==> src/rtl/csr_pkg.sv <==
`default_nettype none
// ============================================================================
//  Module   : csr_pkg
//  Purpose  : Shared CSR definitions: one-hot modify encodings and the
//             register offsets of the input-pin CSR block.
//  Revision : 1.0  initial release
// ============================================================================
package csr_pkg;

    // One-hot CSR modify operations as delivered by the pipeline.
    localparam logic [2:0] CSR_MOD_WRITE = 3'b001;
    localparam logic [2:0] CSR_MOD_SET   = 3'b010;
    localparam logic [2:0] CSR_MOD_CLEAR = 3'b100;

    // Register offsets relative to the block base address.
    localparam logic [11:0] PINS_OFS    = 12'd0;
    localparam logic [11:0] PENDING_OFS = 12'd1;
    localparam logic [11:0] ENABLE_OFS  = 12'd2;

endpackage : csr_pkg
`default_nettype wire

==> src/rtl/pin_debounce.sv <==
`default_nettype none
// ============================================================================
//  Module   : pin_debounce
//  Purpose  : Per-pin two-flop synchroniser followed by a persistence
//             debouncer. A level change at the synchroniser output must hold
//             for DEBOUNCE_CYCLES consecutive cycles before it is committed.
//  Ports    : clk, rst   - clock, synchronous active-high reset
//             pin        - asynchronous raw pin input
//             level      - debounced (committed) level
//             rise       - high in the cycle whose edge commits a 0->1 change
//  Revision : 1.0  initial release
// ============================================================================
module pin_debounce #(
    parameter int DEBOUNCE_CYCLES = 1_000_000
) (
    input  logic clk,
    input  logic rst,
    input  logic pin,
    output logic level,
    output logic rise
);

    localparam int c_cnt_w = (DEBOUNCE_CYCLES > 1) ? $clog2(DEBOUNCE_CYCLES) : 1;
    localparam logic [c_cnt_w-1:0] c_cnt_max = c_cnt_w'(DEBOUNCE_CYCLES - 1);

    logic               r_s1;
    logic               r_s2;
    logic               r_stable;
    logic [c_cnt_w-1:0] r_cnt;
    logic               w_commit;

    // Commit happens on the edge where the differing level has already been
    // seen DEBOUNCE_CYCLES-1 times; the counter therefore never wraps.
    assign w_commit = (r_s2 != r_stable) && (r_cnt == c_cnt_max);

    always_ff @(posedge clk) begin
        if (rst) begin
            r_s1     <= 1'b0;
            r_s2     <= 1'b0;
            r_stable <= 1'b0;
            r_cnt    <= '0;
        end else begin
            r_s1 <= pin;
            r_s2 <= r_s1;
            if (r_s2 == r_stable) begin
                r_cnt <= '0;
            end else if (w_commit) begin
                r_stable <= r_s2;
                r_cnt    <= '0;
            end else begin
                r_cnt <= r_cnt + 1'b1;
            end
        end
    end

    assign level = r_stable;
    // Combinational so that PENDING is set on the same edge that updates level.
    assign rise  = w_commit & r_s2;

endmodule : pin_debounce
`default_nettype wire

==> src/rtl/csr_pins_in.sv <==
`default_nettype none
// ============================================================================
//  Module   : csr_pins_in
//  Purpose  : CSR-mapped input pins (buttons/switches). Debounced levels are
//             readable at PINS, rising edges latch into sticky PENDING
//             (write-1-to-clear), and irq = |(PENDING & ENABLE).
//  Ports    : clk, rst        - clock, synchronous active-high reset
//             read, addr      - CSR access strobe and address
//             modify, wdata   - one-hot modify op (write/set/clear), operand
//             rdata, valid    - read data (0 unless valid), address hit
//             pins            - raw asynchronous pin inputs
//             irq             - interrupt request
//             AVOID_WARNING   - unused dummy input
//  Revision : 1.0  initial release
// ============================================================================
module csr_pins_in
    import csr_pkg::*;
#(
    parameter logic [11:0] BASE_ADDR       = 12'hBC2,
    parameter int          COUNT           = 5,
    parameter int          DEBOUNCE_CYCLES = 1_000_000
) (
    input  logic              clk,
    input  logic              rst,
    input  logic              read,
    input  logic [2:0]        modify,
    input  logic [31:0]       wdata,
    input  logic [11:0]       addr,
    output logic [31:0]       rdata,
    output logic              valid,
    input  logic [COUNT-1:0]  pins,
    output logic              irq,
    input  logic              AVOID_WARNING
);

    logic [COUNT-1:0] w_level;
    logic [COUNT-1:0] w_rise;
    logic [COUNT-1:0] r_pending;
    logic [COUNT-1:0] r_enable;
    logic [COUNT-1:0] w_enable_nxt;
    logic [COUNT-1:0] w_pend_clr;
    logic             w_hit_pins;
    logic             w_hit_pend;
    logic             w_hit_en;
    logic             w_unused;

    generate
        for (genvar i = 0; i < COUNT; i++) begin : g_pin
            pin_debounce #(
                .DEBOUNCE_CYCLES (DEBOUNCE_CYCLES)
            ) u_pin_debounce (
                .clk   (clk),
                .rst   (rst),
                .pin   (pins[i]),
                .level (w_level[i]),
                .rise  (w_rise[i])
            );
        end
    endgenerate

    assign w_hit_pins = (addr == BASE_ADDR + PINS_OFS);
    assign w_hit_pend = (addr == BASE_ADDR + PENDING_OFS);
    assign w_hit_en   = (addr == BASE_ADDR + ENABLE_OFS);

    // PENDING: write and clear both act as write-1-to-clear; set is ignored.
    assign w_pend_clr = (w_hit_pend && (modify == CSR_MOD_WRITE || modify == CSR_MOD_CLEAR))
                      ? wdata[COUNT-1:0] : '0;

    always_comb begin
        w_enable_nxt = r_enable;
        if (w_hit_en) begin
            case (modify)
                CSR_MOD_WRITE: w_enable_nxt = wdata[COUNT-1:0];
                CSR_MOD_SET:   w_enable_nxt = r_enable | wdata[COUNT-1:0];
                CSR_MOD_CLEAR: w_enable_nxt = r_enable & ~wdata[COUNT-1:0];
                default:       w_enable_nxt = r_enable;
            endcase
        end
    end

    always_ff @(posedge clk) begin
        if (rst) begin
            r_pending <= '0;
            r_enable  <= '0;
        end else begin
            // Rise is OR-ed in after the clear so a same-cycle hardware set wins.
            r_pending <= (r_pending & ~w_pend_clr) | w_rise;
            r_enable  <= w_enable_nxt;
        end
    end

    assign valid = read & (w_hit_pins | w_hit_pend | w_hit_en);

    always_comb begin
        rdata = '0;
        if (valid) begin
            if (w_hit_pins)      rdata = 32'(w_level);
            else if (w_hit_pend) rdata = 32'(r_pending);
            else                 rdata = 32'(r_enable);
        end
    end

    assign irq = |(r_pending & r_enable);

    assign w_unused = ^{AVOID_WARNING, wdata};

endmodule : csr_pins_in
`default_nettype wire

==> config.mk <==
export PLATFORM = sky130hd
export DESIGN_NAME = csr_pins_in
export DESIGN_NICKNAME = d
export VERILOG_FILES = /design/src/rtl/csr_pkg.sv /design/src/rtl/pin_debounce.sv /design/src/rtl/csr_pins_in.sv
export SDC_FILE = /design/constraint.sdc
export NUM_CORES = 1
export LEC_CHECK = 0
export ABC_AREA = 1
export CAP_MARGIN = 25
export CORE_UTILIZATION = 61
export CTS_CLUSTER_DIAMETER = 100
export DETAILED_ROUTE_END_ITERATION = 8
export MAX_ROUTING_LAYER = met4
export PLACE_DENSITY = 0.89
export SLEW_MARGIN = 20
export SYNTH_ARGS = -nofsm -noshare
export SYNTH_HDL_FRONTEND = slang
export SYNTH_HIERARCHICAL = 1
export SYNTH_SLANG_ARGS = --single-unit
==> constraint.sdc <==
create_clock -name clk -period 2.1 [get_ports clk]
set_input_delay 0.21 -clock clk [delete_from_list [all_inputs] [get_ports clk]]
set_output_delay 0.21 -clock clk [all_outputs]
set_load 0.02 [all_outputs]
==> impl_results.md <==
* Starting density of the core at 0.628
* Crit path launch: addr[1]
* Fmax at 504 MHz
* IO Port Bufs at 34
* Most common cell after layout, fill and taps aside: nand2_1
* TritonCTS clock tree: done
* CTS clk-pin slew, worst paths at 0.06 ns
* Layout cells sized above 1 at 0.122
* Clk sinks at 125
* Setup Skew at 0.00640 ns
* Total power draw at 5.64 mW
* Final worst-path cycle share at 0.946
* Clock share of power at 0.537
* CP arrival at 1.78 ns
* GRT Resource Usage Total at 0.272
* Layout fillers at 874
* Dpl cells at 1,240
* Crit path largest cell delay at 0.53 ns
* Internal power at 4.43 mW
* Placed cell areas at 7610 um^2
* P_leak at 2.96 nW
* Synth Instances at 1,061
* Hold Startpoint: pins[3]
* Hold WC Path Type: input pin to flip-flop
* Critical Path Fanout Max at 4
* WS Path Type: input pin to output port
* RSZ-0062 raised after global routing: yes
* Hold depth at 3
* CTS Buffer Depth at 2
* DRC violations left at 0
* CP required at 1.89 ns
* WL final at 15,400 um
* Post-Synthesis Cell Area at 7170 um^2
* CTS buffer count at 17
* Die Y at 110 um
* Clk_lat worst skew at 0.42 ns
* Grt ovf at 0
* Crit path time final at 1.99 ns
* Synth warnings at 6
* Vias in the first global route at 6,157
* Final setup violating endpoints at 0
* Worst r2r src: g_pin[3].u_pin_debounce/r_cnt[0]
* Combinational cell fraction of total power at 0.040
* Final hold vios at 0
* Psw at 1.22 mW
* I/O pins at 90
* Power share of the sequential group at 0.424
* Post-Layout Inst Area at 8220 um^2
* CP Capture Type: output port
* Cell Chain, Critical Path: clkdlybuf4s50_1 -> nand2_1 -> nor2_2 -> o21ai_1 -> nand2_1 -> nand3_1 -> nor2_2 -> clkdlybuf4s15_2
* Synth Register Bits at 125
* Switching Fraction at 0.216
* Initial antenna violation count at 0
* Worst setup SP type: input pin
* Placer Congestion at 0.909
* Drt first pass iters at 5
* Number of synthesized flops with an enable pin at 0
* DR iter-0 viols at 444
* Async set-reset flop share out of synthesis at 0
* Max H-tree Level at 4
* CTS root buf: clkbuf_16
* Slowest stage cell, crit path: clkdlybuf4s50_1
* Core region area at 11,400 um^2
* Final HPWL DP at 10,800 um
* Mean Syn Cell Area at 6.76 um^2
* Max-slew violations at 0
* Status: finished clean
* Most frequent cells in the layout: 236 x nand2_1, 229 x nor2_1, 125 x dfxtp_1
* Synth cell types at 31
* Antenna Nets Post-Route at 0
* Non-filler instance count after layout at 1,272
* P per Cell Area at 687 nW/um^2
* NumNets Final at 1,177
* Row count at 39
* Max-cap violations at 0
* Post-CTS setup buffers at 0
* # diodes at 0
* Largest net degree at the start of global routing at 26
* Chip width at 110 um
* Syn-to-layout area delta at 14.6%
* Peak supply drop at 687 uV
* Via density per instance at 5.16
* Total number of vias at 6,569
* Seq/Total Area, Yosys at 0.349
* Global-route wire length before repair at 26,700 um
* Die area at 12,200 um^2
* Reg2reg path depth at 6
* Wire length per cell at 12.1 um
* Synth Flop Type: dfxtp_1
[power groups by stage]
stage	combinational (mW)	sequential [mW]	clock (mW)
floorplan	0.170	2.44	0
detailed placement	0.219	2.44	0
CTS	0.221	2.39	3.07
global placement	0.216	2.44	0
finish	0.224	2.39	3.03
global route	0.243	2.39	3.17
[critical path, delay by kind of cell]
kind,cells,cell delay [ns]
AND/OR/NAND/NOR,5,0.65
buffers and inverters,2,0.81
AO/OA/AOI/OAI,1,0.11
[synth_stat cells (2+ instances only)]
master / instances / area (um^2)
xnor2_1: 20 / 175
nand3_2: 6 / 60.1
ha_1: 5 / 62.6
buf_6: 5 / 56.3
xor2_1: 35 / 307
nand4_1: 30 / 188
or2_2: 5 / 31.3
buf_4: 32 / 240
a21oi_2: 5 / 43.8
nor2_4: 18 / 203
nand2_2: 21 / 131
nand2_4: 2 / 22.5
nand3_1: 79 / 395
o21bai_1: 10 / 75.1
nor2_1: 233 / 875
o211ai_1: 5 / 37.5
nor2_2: 18 / 113
nand3b_1: 15 / 113
dfxtp_1: 125 / 2500
inv_1: 109 / 409
a21oi_1: 30 / 150
nand2_1: 237 / 890
inv_2: 8 / 30.0
[cells by family after synthesis]
kind of cell / count (synthesis) / synth area share
buffers and inverters: 156 / 0.104
DFF: 125 / 0.349
adders and majority gates: 5 / 0.00873
xor gates and xnor gates: 55 / 0.0672
other: 1 / 0.000523
and+or+nand+nor: 666 / 0.425
AOI/OAI and AO/OA: 53 / 0.0457
[flip-flops by register name (all words and copies together) (netlist names)]
register                    count
g_pin.u_pin_debounce/level      5
g_pin.u_pin_debounce/r_cnt    100
g_pin.u_pin_debounce/r_s1       5
g_pin.u_pin_debounce/r_s2       5
r_enable                        5
r_pending                       5
[layout make-up]
class	instances	area, um^2	share of cell area
clock buffers	23	478	0.0582
clock inverters	9	134	0.0163
inverters	117	439	0.0534
multi-input cells	806	4040	0.491
flip-flops and latches	125	2500	0.305
well taps	143	179	0.0218
repair buffers	49	448	0.0545
[through the flow]
stage                     TNS (ns)  hold slack (ns)  setup WS, ns   util
after floorplan                  0            0.281         0.735      -
after global placement       -1.26            0.390        -0.267  0.666
after detailed placement     -1.57            0.397        -0.319  0.666
after CTS                        0            0.311       0.00640  0.720
after global routing       -0.0164            0.322       -0.0164  0.720
final                            0            0.319         0.114  0.720
[layer usage]
layer,share of wire,vias up,track usage
met5,0,-,-
met4,0.019,0,0.0987
met3,0.061,26,0.0818
met2,0.47,177,0.446
met1,0.45,2984,0.315
li1,-,3382,-
[worst paths after layout]
path         slack (ns)                           endpoint
min                0.32       g_pin[3].u_pin_debounce/r_s1
max                0.11                           rdata[4]
min reg2reg        0.41       g_pin[1].u_pin_debounce/r_s2
max reg2reg        0.43  g_pin[3].u_pin_debounce/r_cnt[13]
[timing repair]
| item | 4_1_cts | 5_1_grt |
|---|---|---|
| gates resized for setup | 12 | 12 |
| hold endpoints to repair | 0 | 0 |
| endpoints found under the setup margin | 6 | 7 |
| hold buffers | 0 | 0 |
Power figures use the tool's default switching activity.
